**src/rtl/rv_multicycle_ctrl.sv**
```systemverilog
// Multi-cycle RISC-V control unit: fetch/decode/execute/memory/write-back sequencer with a timed memory handshake.
// Optional CU_PERF_CNT_EN adds a RETIRED counter that counts cycles in which the PC is written.
module rv_multicycle_ctrl #(
    parameter int CALU_W  = 3,
    parameter int WAIT_W  = 4,
    parameter int TIMEOUT = 15
) (
    input  logic              CLK,
    input  logic              RST,
    input  logic [6:0]        OP_CODE,
    input  logic [2:0]        FUNCT_3,
    input  logic [6:0]        FUNCT_7,
    input  logic              MEM_ACK,
    output logic              MEM_REQ,
    output logic              IRW,
    output logic              PCW,
    output logic              CRF,
    output logic [2:0]        CEU,
    output logic [CALU_W-1:0] CALU,
    output logic              CDM,
    output logic [1:0]        PCS,
    output logic [1:0]        DWS,
    output logic              ALUS1,
    output logic              ALUS2,
    output logic              BS,
    output logic              OS,
    output logic              ILLEGAL,
    output logic              BUS_ERR,
    output logic [2:0]        STATE
`ifdef CU_PERF_CNT_EN
    ,
    output logic [31:0]       RETIRED
`endif
);

    typedef enum logic [2:0] {
        S_FETCH = 3'd0, S_DECODE = 3'd1, S_EXEC = 3'd2,
        S_MEM   = 3'd3, S_WB     = 3'd4, S_HALT = 3'd5
    } state_t;

    typedef enum logic [3:0] {
        K_ILL, K_OP, K_OPIMM, K_LW, K_SW, K_LUI, K_JAL, K_JALR, K_BR
    } kind_t;

    localparam logic [2:0] ALU_ADD = 3'b000, ALU_SUB = 3'b001, ALU_AND = 3'b010, ALU_XOR = 3'b011;
    localparam logic [2:0] ALU_SLL = 3'b100, ALU_SRA = 3'b101, ALU_OR  = 3'b110, ALU_SRL = 3'b111;
    localparam logic [2:0] IMM_I = 3'b000, IMM_S = 3'b001, IMM_B = 3'b010, IMM_U = 3'b011, IMM_J = 3'b100;
    localparam logic [WAIT_W:0] TIMEOUT_C = (WAIT_W+1)'(TIMEOUT);

    function automatic kind_t classify(input logic [6:0] op, input logic [2:0] f3, input logic [6:0] f7);
        kind_t k;
        k = K_ILL;
        case (op)
            7'b0110011: begin
                if (f7 == 7'b0000000 && f3 != 3'b010 && f3 != 3'b011)
                    k = K_OP;
                else if (f7 == 7'b0100000 && (f3 == 3'b000 || f3 == 3'b101))
                    k = K_OP;
            end
            7'b0010011: begin
                case (f3)
                    3'b000, 3'b100, 3'b110, 3'b111: k = K_OPIMM;
                    3'b001: if (f7 == 7'b0000000) k = K_OPIMM;
                    3'b101: if (f7 == 7'b0000000 || f7 == 7'b0100000) k = K_OPIMM;
                    default: k = K_ILL;
                endcase
            end
            7'b0000011: if (f3 == 3'b010) k = K_LW;
            7'b0100011: if (f3 == 3'b010) k = K_SW;
            7'b0110111: k = K_LUI;
            7'b1101111: k = K_JAL;
            7'b1100111: if (f3 == 3'b000) k = K_JALR;
            7'b1100011: if (f3 == 3'b000 || f3 == 3'b001 || f3 == 3'b100 || f3 == 3'b101) k = K_BR;
            default:    k = K_ILL;
        endcase
        return k;
    endfunction

    // Immediate forms share f3 with register forms; only OP uses f7[5] to pick SUB.
    function automatic logic [2:0] alu_sel(input kind_t k, input logic [2:0] f3, input logic [6:0] f7);
        logic [2:0] a;
        case (f3)
            3'b000:  a = (k == K_OP && f7[5]) ? ALU_SUB : ALU_ADD;
            3'b001:  a = ALU_SLL;
            3'b100:  a = ALU_XOR;
            3'b101:  a = f7[5] ? ALU_SRA : ALU_SRL;
            3'b110:  a = ALU_OR;
            3'b111:  a = ALU_AND;
            default: a = ALU_ADD;
        endcase
        return a;
    endfunction

    state_t            state;
    logic [6:0]        op_q;
    logic [2:0]        f3_q;
    logic [6:0]        f7_q;
    logic [WAIT_W-1:0] wait_cnt;
    logic [WAIT_W:0]   wait_inc;
    kind_t             kind_q;
    logic [2:0]        alu;

    assign kind_q   = classify(op_q, f3_q, f7_q);
    assign wait_inc = {1'b0, wait_cnt} + (WAIT_W+1)'(1);
    assign STATE    = state;
    assign CALU     = CALU_W'(alu);

    always_ff @(posedge CLK or negedge RST) begin
        if (!RST) begin
            state    <= S_FETCH;
            op_q     <= '0;
            f3_q     <= '0;
            f7_q     <= '0;
            wait_cnt <= '0;
            ILLEGAL  <= 1'b0;
            BUS_ERR  <= 1'b0;
        end else begin
            // NOTE: non-blocking updates so every branch below reads the pre-edge state and counter.
            case (state)
                S_FETCH, S_MEM: begin
                    if (MEM_ACK) begin
                        wait_cnt <= '0;
                        if (state == S_FETCH)      state <= S_DECODE;
                        else if (kind_q == K_LW)   state <= S_WB;
                        else                       state <= S_FETCH;
                    end else if (wait_inc == TIMEOUT_C) begin
                        BUS_ERR <= 1'b1;
                        state   <= S_HALT;
                    end else begin
                        wait_cnt <= wait_inc[WAIT_W-1:0];
                    end
                end
                S_DECODE: begin
                    op_q <= OP_CODE;
                    f3_q <= FUNCT_3;
                    f7_q <= FUNCT_7;
                    if (classify(OP_CODE, FUNCT_3, FUNCT_7) == K_ILL) begin
                        ILLEGAL <= 1'b1;
                        state   <= S_HALT;
                    end else begin
                        state <= S_EXEC;
                    end
                end
                S_EXEC: begin
                    wait_cnt <= '0;
                    case (kind_q)
                        K_LW, K_SW: state <= S_MEM;
                        K_BR:       state <= S_FETCH;
                        default:    state <= S_WB;
                    endcase
                end
                S_WB: begin
                    wait_cnt <= '0;
                    state    <= S_FETCH;
                end
                default: state <= S_HALT;
            endcase
        end
    end

    // Handshake strobes (IRW, SW's PCW) follow MEM_ACK within the cycle; the rest is decoded from state.
    always_comb begin
        // NOTE: every output gets a default first so no path through the case infers a latch.
        MEM_REQ = 1'b0;
        IRW     = 1'b0;
        PCW     = 1'b0;
        CRF     = 1'b0;
        CEU     = IMM_I;
        alu     = ALU_ADD;
        CDM     = 1'b0;
        PCS     = 2'b00;
        DWS     = 2'b00;
        ALUS1   = 1'b0;
        ALUS2   = 1'b0;
        BS      = 1'b0;
        OS      = 1'b0;
        if (RST) begin
            case (state)
                S_FETCH: begin
                    MEM_REQ = 1'b1;
                    IRW     = MEM_ACK;
                end
                S_EXEC: begin
                    case (kind_q)
                        K_OP:    alu = alu_sel(kind_q, f3_q, f7_q);
                        K_OPIMM: begin
                            alu   = alu_sel(kind_q, f3_q, f7_q);
                            ALUS2 = 1'b1;
                        end
                        K_LW:    ALUS2 = 1'b1;
                        K_SW: begin
                            ALUS2 = 1'b1;
                            CEU   = IMM_S;
                        end
                        K_BR: begin
                            BS  = 1'b1;
                            OS  = f3_q[0];
                            CEU = IMM_B;
                            PCS = 2'b01;
                            PCW = 1'b1;
                        end
                        default: ;
                    endcase
                end
                S_MEM: begin
                    MEM_REQ = 1'b1;
                    CDM     = (kind_q == K_SW);
                    PCW     = (kind_q == K_SW) && MEM_ACK;
                end
                S_WB: begin
                    CRF = 1'b1;
                    PCW = 1'b1;
                    case (kind_q)
                        K_LW:    DWS = 2'b01;
                        K_LUI: begin
                            DWS = 2'b11;
                            CEU = IMM_U;
                        end
                        K_JAL: begin
                            DWS = 2'b10;
                            PCS = 2'b11;
                            CEU = IMM_J;
                        end
                        K_JALR: begin
                            DWS = 2'b10;
                            PCS = 2'b10;
                        end
                        default: ;
                    endcase
                end
                default: ;
            endcase
        end
    end

`ifdef CU_PERF_CNT_EN
    always_ff @(posedge CLK or negedge RST) begin
        if (!RST)     RETIRED <= '0;
        else if (PCW) RETIRED <= RETIRED + 32'd1;
    end
`endif

endmodule

```
**config.mk**
```make
export PLATFORM = sky130hd
export DESIGN_NAME = rv_multicycle_ctrl
export DESIGN_NICKNAME = d
export VERILOG_FILES = /design/src/rtl/rv_multicycle_ctrl.sv
export SDC_FILE = /design/constraint.sdc
export NUM_CORES = 1
export LEC_CHECK = 0
export ABC_AREA = 1
export BUFFER_PORTS_ARGS = -buffer_cell sky130_fd_sc_hd__buf_4
export CAP_MARGIN = 20
export CORE_AREA = 3 3 78 80
export CTS_CLUSTER_DIAMETER = 100
export DETAILED_ROUTE_END_ITERATION = 8
export DIE_AREA = 0 0 81 83
export GPL_TIMING_DRIVEN = 0
export SETUP_SLACK_MARGIN = 0.05
export SYNTH_ARGS = -nofsm -noshare
export SYNTH_HDL_FRONTEND = slang
export SYNTH_SLANG_ARGS = --single-unit
```
**constraint.sdc**
```tcl
create_clock -name CLK -period 1.6 [get_ports CLK]
set_clock_uncertainty 0.15 [all_clocks]
set_input_delay 0.08 -clock CLK [delete_from_list [all_inputs] [get_ports CLK]]
set_output_delay 0.08 -clock CLK [all_outputs]
set_load 0.01 [all_outputs]
```
==> metrics <==
failing checks=negative hold slack, negative setup slack; final WL=between 5 and 6 mm; Critical Path Start=f7_q[0]$_DFFE_PN0N_; Fin. Hold Viols=1; routed vias=just over 2000; die area=6720 um2; crit path buf inv count=2; dpl hpwl=~3.6 mm; largest net degree at the start of global routing=27; Remaining Overflow, GRT=0; clk slew on worst S/H paths=roughly 100 ps; pwr dens=between 400 and 500 nW/um2; Critical Path Sink Type=primary output; fin crit share=129%; die height=83 um; DRT antenna net count=0; Worst Hold Launch=FUNCT_3[1]; synthesized area per cell=6.67 um2; Hold Path Stages=3; layout cells sized above 1=51.2%; drt via density=4.67; GRT Total Usage=between 15 and 20%; Pleak=between 0.0015 and 0.002 uW; Final Wtd Congestion=between 0.8 and 0.9; Post-Synthesis Cell Area=between 1500 and 2000 um2; Synth cell types=35; # DRC=0; Placed Area=around 2300 um2; first-pass GRT wire length=8.42 mm; reg2reg setup slack=-210 ps; final max-slew violation count=0; wire per inst=around 12 um; vias in the first global route=slightly below 2000; max-cap viol count=0; RSZ-0062 raised after global routing=true; final instance area=roughly 3200 um2; DP Worst Slack=-211 ps; TritonCTS clock tree=done; commonest cells after routing, fill and taps aside=nand2_1 (63), buf_4 (52), nand2_2 (30); synthesis-to-finish area growth=70.0%; drt pass-1 iters=4; Final Setup Violations=24; ant diodes=0; reg2reg path depth=12; Initial Util=34.3%; worst reg2reg startpoint=f3_q[1]$_DFFE_PN0N_; worst stage delay on the critical path=390 ps; status=complete, but fails checks; Core Area=5470 um2; Worst Hold Class=primary input to flip-flop; commonest non-fill, non-tap cell in the layout=nand2_1; H-tree depth=1; worst path arrival time=~1800 ps; Seq cells post-synth=26; drt initial violations=approximately 80; VDD IR max=0.284 mV; IO Pins=44; Port Buffers=between 40 and 50; initial antenna violation count=0; Max Freq=485 MHz; CP top delay family=simple AND/OR/NAND/NOR gates; crit path time final=about 2100 ps; Total Nets Final=around 390; CTS sink cnt=26; Worst-Skew Late Latency=between 200 and 300 ps; TritonCTS Buffers=3; Hold Path End=f3_q[1]$_DFFE_PN0N_; die width=a little over 80 um; CP Max Fanout=3; clk buf depth=2; CP cell instances=nor2_1 > nand2_2 > nor3_4 > nand3_2 > nand2_2 > o21ai_4 > buf_4 > a21boi_2 > buf_4; crit start category=flip-flop; Crit path required time=between 1000 and 1500 ps; clock root buffer=clkbuf_8; Synth Warn #=0; FF-to-FF End=STATE[0]$_DFFE_PN0P_; hold slack=-21.0 ps; Post-Syn Nets=303; row count=27; final setup margin=-463 ps; Crit Path Category=flip-flop to primary output; register area share after synthesis=34.7%; synthesized instance count=between 200 and 300; Crit-path slowest cell=dfrtp_1
cell usage after synthesis (all sizes together):
cell type	count	area (um2)
o21ai	19	118
nand4	6	43.8
o21a	1	7.51
inv	44	168
xnor2	1	8.76
a21oi	4	27.5
or2	1	8.76
ha	2	25.0
clkinv	1	3.75
a31oi	1	6.26
a21boi	1	7.51
dfrtp	26	651
nand2	98	383
nor4	2	12.5
nor3	10	65.1
clkbuf	2	7.51
o31ai	2	15.0
xor2	1	8.76
nor2	37	184
nand3	18	95.1
nand3b	2	18.8
buf	1	7.51
conb	1	3.75
registers in the layout, indices dropped and copies added (netlist names):
| name | cells |
|---|---|
| f3_q | 3 |
| STATE | 3 |
| op_q | 7 |
| wait_cnt | 4 |
| ILLEGAL | 1 |
| f7_q | 7 |
| BUS_ERR | 1 |
power breakdown:
group | internal [uW] | total, uW | switching (uW)
sequential | 656 | 656 | 0
combinational | 73.1 | 142 | 69.3
clock | 335 | 549 | 215
total | 1060 | 1350 | 284
routing by layer:
metal | part of all wire [%] | GRT usage (%)
met4 | 0.85 | 3.99
met3 | 4.1 | 2.28
met1 | 44 | 20.1
met2 | 51 | 25.8
met5 | 0 | 0
metrics by stage:
stage | instances | utilization [%] | setup TNS [ps] | power [uW]
after floorplan | 281 | - | 0 | 703
after global placement | 395 | 42.2 | -2060 | 769
after detailed placement | 395 | 42.2 | -2350 | 769
after CTS | 430 | 53.0 | -5780 | 1350
after global routing | 441 | 58.3 | -9030 | 1410
final | 441 | 58.3 | -6510 | 1350
final cells by class:
cell class	count	area [um2]
fillers	516	2280
well taps	72	90.1
plain buffers	3	33.8
multi-input cells	207	1390
inverters	45	186
clock buffers	3	41.3
flip-flops and latches	26	658
clock inverters	1	30.0
repair buffers	84	756
what timing repair did:
item	in CTS	in global routing
pin swaps	18	23
gates resized for setup	59	78
hold buffers	17	0
endpoints found under the hold margin	41	0
buffers inserted	14	12
endpoints found under the setup margin	26	43
cloned	0	1
logic make-up (layout without fill, tap and decap cells):
kind of cell / after synthesis / count (layout) / synth area share, %
DFF: 26 / 26 / 34.7
xor gates and xnor gates: 2 / 2 / 0.934
AOI/OAI and AO/OA: 28 / 28 / 9.67
and+or+nand+nor: 174 / 174 / 43.2
other: 1 / 1 / 0.200
adders and majority gates: 2 / 2 / 1.33
buffers and inverters: 48 / 136 / 9.94
worst reg2reg max path: stages, from the launching register on:
cell	delay, ps
dfrtp_2	470
inv_4	100
nor2_4	40
nand2_1	100
nor2_4	60
nand2_2	80
inv_2	60
buf_4	130
buf_4	130
o21ai_4	150
nand4_1	130
nand2_1	70
inv_1	30
how the worst max path moves through the flow:
| stage | endpoint | cells after the start | slack [ps] |
|---|---|---|---|
| 3_5_place_dp | CEU[1] | 9 | -210 |
| 3_3_place_gp | DWS[0] | 9 | -180 |
| 6_report | ALUS2 | 9 | -460 |
| 2_1_floorplan | CALU[0] | 8 | 10 |
| 4_1_cts | CEU[1] | 9 | -480 |
| 5_1_grt | ALUS2 | 9 | -590 |
Note: power is estimated with default switching activity, not from simulation.
